$ cat config.mk
export PLATFORM = sky130hd
export DESIGN_NAME = sad_min_tracker_flat
export DESIGN_NICKNAME = d
export VERILOG_FILES = /design/src/rtl/me_pkg.sv /design/src/rtl/sad_min_tracker_if.sv /design/src/rtl/sad_min_cell.sv /design/src/rtl/sad_min_tracker.sv /design/src/flat_wrapper.sv
export SDC_FILE = /design/constraint.sdc
export NUM_CORES = 1
export LEC_CHECK = 0
export BUFFER_PORTS_ARGS = -buffer_cell sky130_fd_sc_hd__buf_4
export CAP_MARGIN = 15
export CELL_PAD_IN_SITES_DETAIL_PLACEMENT = 0
export CELL_PAD_IN_SITES_GLOBAL_PLACEMENT = 1
export CORE_ASPECT_RATIO = 1.1
export CORE_MARGIN = 2
export CORE_UTILIZATION = 36
export CTS_CLUSTER_SIZE = 28
export DETAILED_ROUTE_END_ITERATION = 8
export GPL_TIMING_DRIVEN = 0
export MAX_ROUTING_LAYER = met4
export PLACE_DENSITY_LB_ADDON = 0.1
export SYNTH_ARGS = -nofsm -noshare
export SYNTH_HDL_FRONTEND = slang
export SYNTH_SLANG_ARGS = --single-unit
export TNS_END_PERCENT = 5
$ cat constraint.sdc
create_clock -name clk -period 2.3 [get_ports clk]
set_input_delay 0.115 -clock clk [delete_from_list [all_inputs] [get_ports clk]]
set_output_delay 0.115 -clock clk [all_outputs]
set_load 0.02 [all_outputs]
$ cat src/rtl/me_pkg.sv
// -----------------------------------------------------------------------------
// me_pkg
// Shared definitions for the motion-estimation SAD minimum tracker:
//   - default lane widths for SAD and MV components
//   - search state enumeration
//   - SAD_MAX, the all-ones SAD for the default width (the value a lane holds
//     when nothing has been compared yet)
// No ports (package).
// -----------------------------------------------------------------------------
package me_pkg;

  localparam int SAD_W_DEF = 16;
  localparam int MV_W_DEF  = 7;

  localparam logic [SAD_W_DEF-1:0] SAD_MAX = {SAD_W_DEF{1'b1}};

  typedef enum logic [1:0] {
    ST_IDLE   = 2'd0,
    ST_SEARCH = 2'd1,
    ST_DONE   = 2'd2
  } state_t;

endpackage : me_pkg

$ cat src/rtl/sad_min_tracker_if.sv
// -----------------------------------------------------------------------------
// sad_min_tracker_if
// Bundles the candidate stream (from the SAD adder tree) and the result bus
// (to mode decision) of sad_min_tracker.
//   master : drives start / in_valid / last / sad_in / mv_in, observes results
//   slave  : the tracker itself
// Signals:
//   start     one-cycle pulse, clears trackers and opens a search
//   in_valid  candidate present;  in_ready  candidate taken (SEARCH only)
//   last      final candidate of the window (qualified by in_valid)
//   sad_in    NUM_CH lanes of SAD_W;  mv_in  {y,x}, MV_W each, shared
//   min_sad   per-lane minimum;  min_mv  per-lane {y,x} of that minimum
//   cand_cnt  accepted candidates (saturating);  busy  in SEARCH
//   done      one-cycle pulse, results final
// -----------------------------------------------------------------------------
interface sad_min_tracker_if #(
  parameter int NUM_CH = 4,
  parameter int SAD_W  = 16,
  parameter int MV_W   = 7,
  parameter int CNT_W  = 12
);

  logic                       start;
  logic                       in_valid;
  logic                       in_ready;
  logic                       last;
  logic [NUM_CH*SAD_W-1:0]    sad_in;
  logic [2*MV_W-1:0]          mv_in;
  logic [NUM_CH*SAD_W-1:0]    min_sad;
  logic [NUM_CH*2*MV_W-1:0]   min_mv;
  logic [CNT_W-1:0]           cand_cnt;
  logic                       busy;
  logic                       done;

  modport master (
    output start, in_valid, last, sad_in, mv_in,
    input  in_ready, min_sad, min_mv, cand_cnt, busy, done
  );

  modport slave (
    input  start, in_valid, last, sad_in, mv_in,
    output in_ready, min_sad, min_mv, cand_cnt, busy, done
  );

endinterface : sad_min_tracker_if

$ cat src/rtl/sad_min_cell.sv
// -----------------------------------------------------------------------------
// sad_min_cell
// One partition lane: holds the running minimum SAD and the MV that produced
// it. Loads on the first accepted candidate of a search, or when a candidate
// is strictly smaller (ties keep the earlier MV). i_clear reinitialises to
// all-ones / zero MV.
// Ports:
//   clk, rst_n   clock, async active-low reset
//   i_clear      start of a new search (wins over i_accept)
//   i_accept     candidate taken this cycle
//   i_first      candidate is the first of the search -> unconditional load
//   i_sad, i_mv  candidate SAD lane and {y,x} MV
//   o_min_sad, o_min_mv  registered minimum and its MV
// -----------------------------------------------------------------------------
module sad_min_cell
  import me_pkg::*;
#(
  parameter int SAD_W = SAD_W_DEF,
  parameter int MV_W  = MV_W_DEF
) (
  input  logic                clk,
  input  logic                rst_n,
  input  logic                i_clear,
  input  logic                i_accept,
  input  logic                i_first,
  input  logic [SAD_W-1:0]    i_sad,
  input  logic [2*MV_W-1:0]   i_mv,
  output logic [SAD_W-1:0]    o_min_sad,
  output logic [2*MV_W-1:0]   o_min_mv
);

  localparam logic [SAD_W-1:0]  LANE_MAX = {SAD_W{1'b1}};
  localparam logic [2*MV_W-1:0] MV_ZERO  = {(2*MV_W){1'b0}};

  logic [SAD_W-1:0]  r_min_sad;
  logic [2*MV_W-1:0] r_min_mv;
  logic              w_load;

  // Load decision: first candidate always loads so an all-ones SAD still
  // records its MV; afterwards only a strictly smaller SAD replaces the minimum.
  always_comb begin
    w_load = 1'b0;
    if (i_accept && (i_first || (i_sad < r_min_sad))) begin
      w_load = 1'b1;
    end else begin
      w_load = 1'b0;
    end
  end

  // Minimum / MV registers.
  always_ff @(posedge clk or negedge rst_n) begin
    if (!rst_n) begin
      r_min_sad <= LANE_MAX;
      r_min_mv  <= MV_ZERO;
    end else if (i_clear) begin
      r_min_sad <= LANE_MAX;
      r_min_mv  <= MV_ZERO;
    end else if (w_load) begin
      r_min_sad <= i_sad;
      r_min_mv  <= i_mv;
    end
  end

  assign o_min_sad = r_min_sad;
  assign o_min_mv  = r_min_mv;

endmodule : sad_min_cell

$ cat src/rtl/sad_min_tracker.sv
// -----------------------------------------------------------------------------
// sad_min_tracker
// Tracks the running minimum SAD of NUM_CH partitions over one search window,
// with the MV of each minimum. A search opens on start, accepts candidates
// while busy, and closes on the accepted candidate flagged last, followed by
// a one-cycle done pulse. start at any time clears and (re)opens a search;
// a candidate presented together with start is discarded.
// Ports:
//   clk    system clock (rising edge)
//   rst_n  asynchronous active-low reset
//   bus    sad_min_tracker_if.slave (candidate stream in, results out)
// -----------------------------------------------------------------------------
module sad_min_tracker
  import me_pkg::*;
#(
  parameter int NUM_CH = 4,
  parameter int SAD_W  = SAD_W_DEF,
  parameter int MV_W   = MV_W_DEF,
  parameter int CNT_W  = 12
) (
  input  logic             clk,
  input  logic             rst_n,
  sad_min_tracker_if.slave bus
);

  localparam logic [CNT_W-1:0] CNT_MAX = {CNT_W{1'b1}};
  localparam logic [CNT_W-1:0] CNT_ONE = CNT_W'(1);

  state_t           r_state;
  state_t           w_state_nxt;
  logic             r_first;
  logic             r_busy;
  logic             r_done;
  logic [CNT_W-1:0] r_cnt;
  logic             w_clear;
  logic             w_accept;
  logic             w_cnt_inc;

  // start clears in every state; it also suppresses any candidate offered in
  // the same cycle, so accept is gated by it even though in_ready stays high.
  assign w_clear   = bus.start;
  assign w_accept  = bus.in_valid && r_busy && !bus.start;
  assign w_cnt_inc = w_accept && (r_cnt != CNT_MAX);

  // Next-state logic.
  always_comb begin
    w_state_nxt = r_state;
    case (r_state)
      ST_IDLE: begin
        if (bus.start) begin
          w_state_nxt = ST_SEARCH;
        end else begin
          w_state_nxt = ST_IDLE;
        end
      end
      ST_SEARCH: begin
        if (bus.start) begin
          w_state_nxt = ST_SEARCH;
        end else if (w_accept && bus.last) begin
          w_state_nxt = ST_DONE;
        end else begin
          w_state_nxt = ST_SEARCH;
        end
      end
      ST_DONE: begin
        if (bus.start) begin
          w_state_nxt = ST_SEARCH;
        end else begin
          w_state_nxt = ST_IDLE;
        end
      end
      default: begin
        w_state_nxt = ST_IDLE;
      end
    endcase
  end

  // State register plus registered busy/done decoded from the next state, so
  // both outputs come straight from flops.
  always_ff @(posedge clk or negedge rst_n) begin
    if (!rst_n) begin
      r_state <= ST_IDLE;
      r_busy  <= 1'b0;
      r_done  <= 1'b0;
    end else begin
      r_state <= w_state_nxt;
      r_busy  <= (w_state_nxt == ST_SEARCH);
      r_done  <= (w_state_nxt == ST_DONE);
    end
  end

  // First-candidate flag: armed by a clear, dropped by the first accept.
  always_ff @(posedge clk or negedge rst_n) begin
    if (!rst_n) begin
      r_first <= 1'b0;
    end else if (w_clear) begin
      r_first <= 1'b1;
    end else if (w_accept) begin
      r_first <= 1'b0;
    end
  end

  // Accepted-candidate counter, saturating at all-ones.
  always_ff @(posedge clk or negedge rst_n) begin
    if (!rst_n) begin
      r_cnt <= {CNT_W{1'b0}};
    end else if (w_clear) begin
      r_cnt <= {CNT_W{1'b0}};
    end else if (w_cnt_inc) begin
      r_cnt <= r_cnt + CNT_ONE;
    end
  end

  for (genvar c = 0; c < NUM_CH; c++) begin : g_lane
    sad_min_cell #(
      .SAD_W (SAD_W),
      .MV_W  (MV_W)
    ) u_cell (
      .clk       (clk),
      .rst_n     (rst_n),
      .i_clear   (w_clear),
      .i_accept  (w_accept),
      .i_first   (r_first),
      .i_sad     (bus.sad_in[c*SAD_W +: SAD_W]),
      .i_mv      (bus.mv_in),
      .o_min_sad (bus.min_sad[c*SAD_W +: SAD_W]),
      .o_min_mv  (bus.min_mv[c*2*MV_W +: 2*MV_W])
    );
  end

  assign bus.in_ready = r_busy;
  assign bus.busy     = r_busy;
  assign bus.done     = r_done;
  assign bus.cand_cnt = r_cnt;

endmodule : sad_min_tracker

$ cat src/flat_wrapper.sv
// flat-port wrapper written by rule: the top's interface ports become plain ports
module sad_min_tracker_flat import me_pkg::*;
#(
  parameter int NUM_CH = 4,
  parameter int SAD_W  = SAD_W_DEF,
  parameter int MV_W   = MV_W_DEF,
  parameter int CNT_W  = 12
)
  (clk, rst_n, bus_start, bus_in_valid, bus_last, bus_sad_in, bus_mv_in, bus_in_ready, bus_min_sad, bus_min_mv, bus_cand_cnt, bus_busy, bus_done);
  sad_min_tracker_if #(.NUM_CH(NUM_CH), .SAD_W(SAD_W), .MV_W(MV_W), .CNT_W(CNT_W)) bus_i ();
  input  logic clk;
  input  logic rst_n;
  input wire logic [$bits(bus_i.start)-1:0] bus_start;
  input wire logic [$bits(bus_i.in_valid)-1:0] bus_in_valid;
  input wire logic [$bits(bus_i.last)-1:0] bus_last;
  input wire logic [$bits(bus_i.sad_in)-1:0] bus_sad_in;
  input wire logic [$bits(bus_i.mv_in)-1:0] bus_mv_in;
  output wire logic [$bits(bus_i.in_ready)-1:0] bus_in_ready;
  output wire logic [$bits(bus_i.min_sad)-1:0] bus_min_sad;
  output wire logic [$bits(bus_i.min_mv)-1:0] bus_min_mv;
  output wire logic [$bits(bus_i.cand_cnt)-1:0] bus_cand_cnt;
  output wire logic [$bits(bus_i.busy)-1:0] bus_busy;
  output wire logic [$bits(bus_i.done)-1:0] bus_done;
  assign bus_i.start = bus_start;
  assign bus_i.in_valid = bus_in_valid;
  assign bus_i.last = bus_last;
  assign bus_i.sad_in = bus_sad_in;
  assign bus_i.mv_in = bus_mv_in;
  assign bus_in_ready = bus_i.in_ready;
  assign bus_min_sad = bus_i.min_sad;
  assign bus_min_mv = bus_i.min_mv;
  assign bus_cand_cnt = bus_i.cand_cnt;
  assign bus_busy = bus_i.busy;
  assign bus_done = bus_i.done;
  sad_min_tracker #(.NUM_CH(NUM_CH), .SAD_W(SAD_W), .MV_W(MV_W), .CNT_W(CNT_W)) u_core (.clk(clk), .rst_n(rst_n), .bus(bus_i));
endmodule
# [Yosys cells after proc, flatten, opt, wreduce, memory -nomap -nowiden]
# Index checks and enable logic that the tools add are counted.
[totals] register_bits=137 input_bits=83 word_cells=72
[classes] addsub=1 order_cmp=4 eq_ne=5 n_mux=28 reduce_logical=21
[ops] op="16-bit 2-to-1 mux" count=8
[ops] op="14-bit 2-to-1 mux" count=8
[ops] op="16-bit < comparator" count=4
[ops] op="12-bit 2-to-1 mux" count=2
[ops] op="12-bit by 1-bit adder with 12-bit output, second input constant" count=1
[ops] op="12-bit inequality test, second input constant" count=1
[ops] op="2-bit nonzero test" count=6
[ops] op="1-bit logical AND" count=8
[ops] op="1-bit 2-to-1 mux" count=7
[ops] op="2-bit by 1-bit equality test with 1-bit output, second input constant" count=2
[ops] op="2-bit equality test, second input constant" count=2
[ops] op="1-bit logical OR" count=4
[ops] op="2-bit 2-to-1 mux" count=2
[ops] op="2-bit case mux with 2 select lines" count=1
[ops] op="2-bit zero test" count=1
[ops] op="2-bit OR reduction" count=1
[ops] op="1-bit zero test" count=1

# [Longest topological paths before layout]
[logic_depth] ltp_word=7 depth_mapped=9 depth_no_buf=7

# [Cells and area by module]
# A second synthesis with hierarchy kept.
[hier_totals] hier_cells=827 area_unflattened_um2=8284.2
[by_module_without_submodules] mod="sad_min_cell" n_inst=4 cells_each=186 area_each_um2=1849.3 seq_area_each_um2=770.7
[by_module_without_submodules] mod="sad_min_tracker" n_inst=1 cells_each=83 area_each_um2=887.1 seq_area_each_um2=425.4

# [Worst setup path before layout]
# Ideal clock, no wire load.
[synth_timing] path_kind="reg2reg" startpoint="register u_core.g_lane[1].u_cell.r_min_sad[13]" endpoint="register u_core.g_lane[1].u_cell.r_min_mv[10]" setup_ps=122 arrival_time_ps=2317 t_required_ps=2178 slack_ps=-139 stages_incl_launch_ff=9 n_path_buf=1 synth_period_minus_slack_ps=2439 path_cell_list="dfstp_2 > inv_1 > ha_1 > nand4_1 > o21bai_1 > or4_4 > o31a_1 > buf_6 > a32o_1"
[synth_between] elab_chain_len=5
[synth_lines] item="start: declaration" line="sad_min_cell.sv:35" rtl="logic [SAD_W-1:0] r_min_sad;"
[synth_lines] item="start signal: assignment" line="sad_min_cell.sv:59" rtl="r_min_sad <= i_sad;"
[synth_lines] item="16-bit < comparator" line="sad_min_cell.sv:43" rtl="if (i_accept && (i_first || (i_sad < r_min_sad))) begin"
[synth_lines] item="1-bit logical OR" line="sad_min_cell.sv:43"
[synth_lines] item="1-bit logical AND" line="sad_min_cell.sv:43"
[synth_lines] item="1-bit 2-to-1 mux" line="sad_min_cell.sv:43"
[synth_lines] item="2-bit nonzero test (no source line)"
[synth_lines] item="end signal: assignment" line="sad_min_cell.sv:60" rtl="r_min_mv <= i_mv;"
[synth_lines] item="end: declaration" line="sad_min_cell.sv:36" rtl="logic [2*MV_W-1:0] r_min_mv;"
# No other way between the ends.
# A chain may end at the register's enable or synchronous reset.

# [Worst setup path after layout]
[layout_timing] startpoint="register u_core.g_lane[1].u_cell.r_min_sad[11]" endpoint="register u_core.g_lane[1].u_cell.r_min_mv[12]"
# The elaborated chain is that of the path after synthesis.

==> impl_results.md <==
* Post-Synth Simple-Gate Area at 0.101
* Detailed Route Iter0 Violations at between 300 and 400
* IO Pins at roughly 220
* CP max stage delay at 0.56 ns
* Asr flop ratio synth at 1.00
* RSZ-0062 raised after global routing: true
* Die area at roughly 21000 µm²
* VDD IR max at 0.518 mV
* Post-synthesis adder-cell area fraction at 0.107
* Vias/cell at 5.16
* Hold Path Class: input port to flop
* CP delay by family, top: compound AO/OA/AOI/OAI gates
* Post-DP HPWL at 16400 µm
* Avg Inst Size Synth at 10.5 µm²
* Final worst path period share at 1.06
* Leak at 5.51 nW
* Critical path class: flop to flop
* Cell Rows at 54
* Clk buf depth at 2
* Critical path required time at 2.61 ns
* RePlAce Congestion at 0.863
* Root buf cell: clkbuf_16
* Post-Synth XOR/XNOR Area at 0.00245
* Core area at 19700 µm²
* Starting Density at 0.363
* Initial antenna violation count at 0
* Relative slew slack at 0.549
* Total global routing overflow at 0
* Outcome: finished with violations
* Largest family of logic cells by synthesized area: compound AO/OA/AOI/OAI gates
* Max Freq at ~0.4 GHz
* Endpoints failing setup at 30
* Least-Margin Pin Slew at 0.677 ns
* Total track usage at 0.220
* Seq cells post-synth at ~140
* Max-slew violations at 0
* Max-cap viol count at 0
* Setup ws final at -0.145 ns
* Ant diodes at 0
* Synth Area in Compound Gates at 0.210
* Cell variety after synth at 50
* Area delta synth->final at 53.1%
* Mapped Area at 7140 µm²
* Vias in the first global route at 6819
* Syn Inst Count at roughly 680
* Critical path's slowest cell: or4_4
* Synthesized Nets at 823
* Pwr/cell area at approximately 700 nW/µm²
* Share of cells above drive strength 1 at 0.381
* Die W at approximately 140 µm
* Post-synthesis mux area share at 0.00561
* Yosys synthesis warning count at 0
* Drt first pass iters at 5
* Failing checks: negative setup slack
* Largest net degree at the start of global routing at 81
* Post-route ant nets at 0
* CTS sink count at between 100 and 150
* CP bufs+invs at 2
* CP cell instances: inv_2, ha_4, a21oi_2, o21bai_1, or4_4, o31a_1, buf_6, a32o_1
* DRC Markers at 0
* CP Data Arrival Time at 2.75 ns
* CTS tree: done
* H-tree Lvls at 4
* Top FF cell, synth: dfrtp_1
* Final core occ at 0.556
* Number of flops mapped to enable cells by yosys at 0
* Routed via count at around 6500
* DRT Wirelength at 22500 µm
* Skew final at 0.00934 ns
* Crit path launch type: flop
* WHS at 0.0976 ns
* Port bufs at 217
* Final Hold Fails at 0
* Tmin final at 2.44 ns
* DIE HEIGHT at between 150 and 200 µm
* Fin nets at 1149
* First-pass GRT wire length at ~35000 µm
* Clk slew on worst S/H paths at roughly 0.060 ns
* CP endpoint kind: flop
* Seq/Total Area, Yosys at 0.491
* Drt wl/cell at roughly 18 µm
* Max FO, Critical Path at 5
* Total CTS buffers at 17
* Clk_lat worst skew at about 0.43 ns
* Setup TNS Final at -2.50 ns
-- worst register-to-register path: stages, from the launching register on --
cell      delay, ns
dfstp_2        0.54
inv_2          0.04
ha_4           0.21
a21oi_2        0.14
o21bai_1       0.09
or4_4          0.56
o31a_1         0.36
buf_6          0.18
a32o_1         0.22
-- sequential cells by signal, indices dropped and copies added, names as in the netlist --
register	cells
u_core.bus.cand_cnt	12
u_core.g_lane.u_cell.o_min_sad	64
u_core.r_state	2
u_core.bus.done	1
u_core.bus.busy	1
u_core.g_lane.u_cell.o_min_mv	56
u_core.r_first	1
-- synth_stat cells (all sizes together) (15+ instances only) --
cell | instances | area share
inv | 113 | 0.059
dfrtp | 73 | 0.26
dfstp | 64 | 0.24
ha | 61 | 0.11
a22oi | 32 | 0.034
nand2 | 31 | 0.016
a22o | 30 | 0.037
nor2 | 29 | 0.015
a32o | 28 | 0.039
clkbuf | 25 | 0.013
nor3 | 22 | 0.015
a21oi | 20 | 0.014
a32oi | 16 | 0.020
o32a | 16 | 0.022
nand3 | 15 | 0.011
-- repair_timing --
action	4_1_cts	5_1_grt
hold endpoints to repair	154	0
gates resized for setup	52	23
pin swaps	30	27
hold buffers	79	0
buffers inserted	8	1
cloned	1	0
endpoints found under the setup margin	120	121
-- cell usage in the layout (no fill, tap or decap), types with 4 or more instances in the layout --
cell type        n
buf_4          230
inv_1          107
dlygate4sd3_1   79
dfrtp_1         73
dfstp_2         64
ha_1            51
a22oi_1         32
nand2_1         31
a22o_1          30
nor2_1          28
a32o_1          28
a21oi_1         18
clkbuf_16       17
nor3_1          16
o32a_1          16
a32oi_1         15
nand3_1         14
nor2b_1         14
nand4_1         12
clkbuf_1        11
ha_4            10
o21ai_0          9
buf_6            8
inv_2            6
buf_2            6
nor3_2           5
bufinv_16        5
clkinv_4         5
clkbuf_4         4
nor4_1           4
mux2i_1          4
-- per-layer routing --
| metal | GRT usage | up-vias | wire length, µm |
|---|---|---|---|
| li1 | - | 3139 | - |
| met1 | 0.262 | 3209 | 9510 |
| met2 | 0.368 | 167 | 11400 |
| met3 | 0.0459 | 34 | 1030 |
| met4 | 0.0918 | 0 | 573 |
| met5 | - | - | 0 |
-- kinds of logic after synthesis --
| logic type | count (synthesis) |
|---|---|
| adder cells (fa/ha/maj) | 61 |
| XOR/XNOR | 2 |
| multiplexers | 4 |
| buffers and inverters | 149 |
| flip-flops | 137 |
| AND/OR/NAND/NOR | 144 |
| AO/OA/AOI/OAI | 182 |
-- metrics by stage --
step / area [µm²] / std cells / setup slack [ns] / total power [mW]
finish: 10900 / 1270 / -0.145 / 7.66
floorplan: 7180 / 679 / -0.138 / 3.71
global route: 10900 / 1270 / -0.224 / 8.03
detailed placement: 9150 / 1149 / -0.317 / 4.47
CTS: 10800 / 1269 / -0.173 / 7.72
global placement: 9120 / 1148 / -0.302 / 4.43
-- report_power, final --
part	leakage (nW)	internal, mW	switching, mW	total (mW)
logic	3.54	0.806	1.00	1.81
clock network	0.317	1.93	1.11	3.04
registers	1.65	2.68	0.132	2.81
total	5.51	5.42	2.24	7.66
-- final timing paths --
| kind | startpoint | end | slack [ns] | cells after the start |
|---|---|---|---|---|
| max | u_core.g_lane[1].u_cell.o_min_sad[11] | u_core.g_lane[1].u_cell.o_min_mv[12] | -0.14 | 8 |
| min | bus_sad_in[1] | u_core.g_lane[0].u_cell.o_min_sad[1] | 0.1 | 3 |
| max reg2reg | u_core.g_lane[1].u_cell.o_min_sad[11] | u_core.g_lane[1].u_cell.o_min_mv[12] | -0.14 | 8 |
| min reg2reg | u_core.g_lane[1].u_cell.o_min_mv[1] | u_core.g_lane[1].u_cell.o_min_mv[1] | 0.49 | 1 |
| max in group asynchronous | rst_n | u_core.g_lane[1].u_cell.o_min_sad[4] | 1.23 | 3 |
| min in group asynchronous | rst_n | u_core.g_lane[2].u_cell.o_min_mv[0] | 0.24 | 2 |
-- layout make-up --
class                      count  area, µm²
tap                          252        315
fill                        1724       8720
timing repair buffer         307       2530
sequential                   137       3510
clock inverter                15        225
clock buffer                  17        425
buffer                        36        235
inverter                     113        424
multi-input combinational    393       3270
Power figures use the tool's default switching activity.
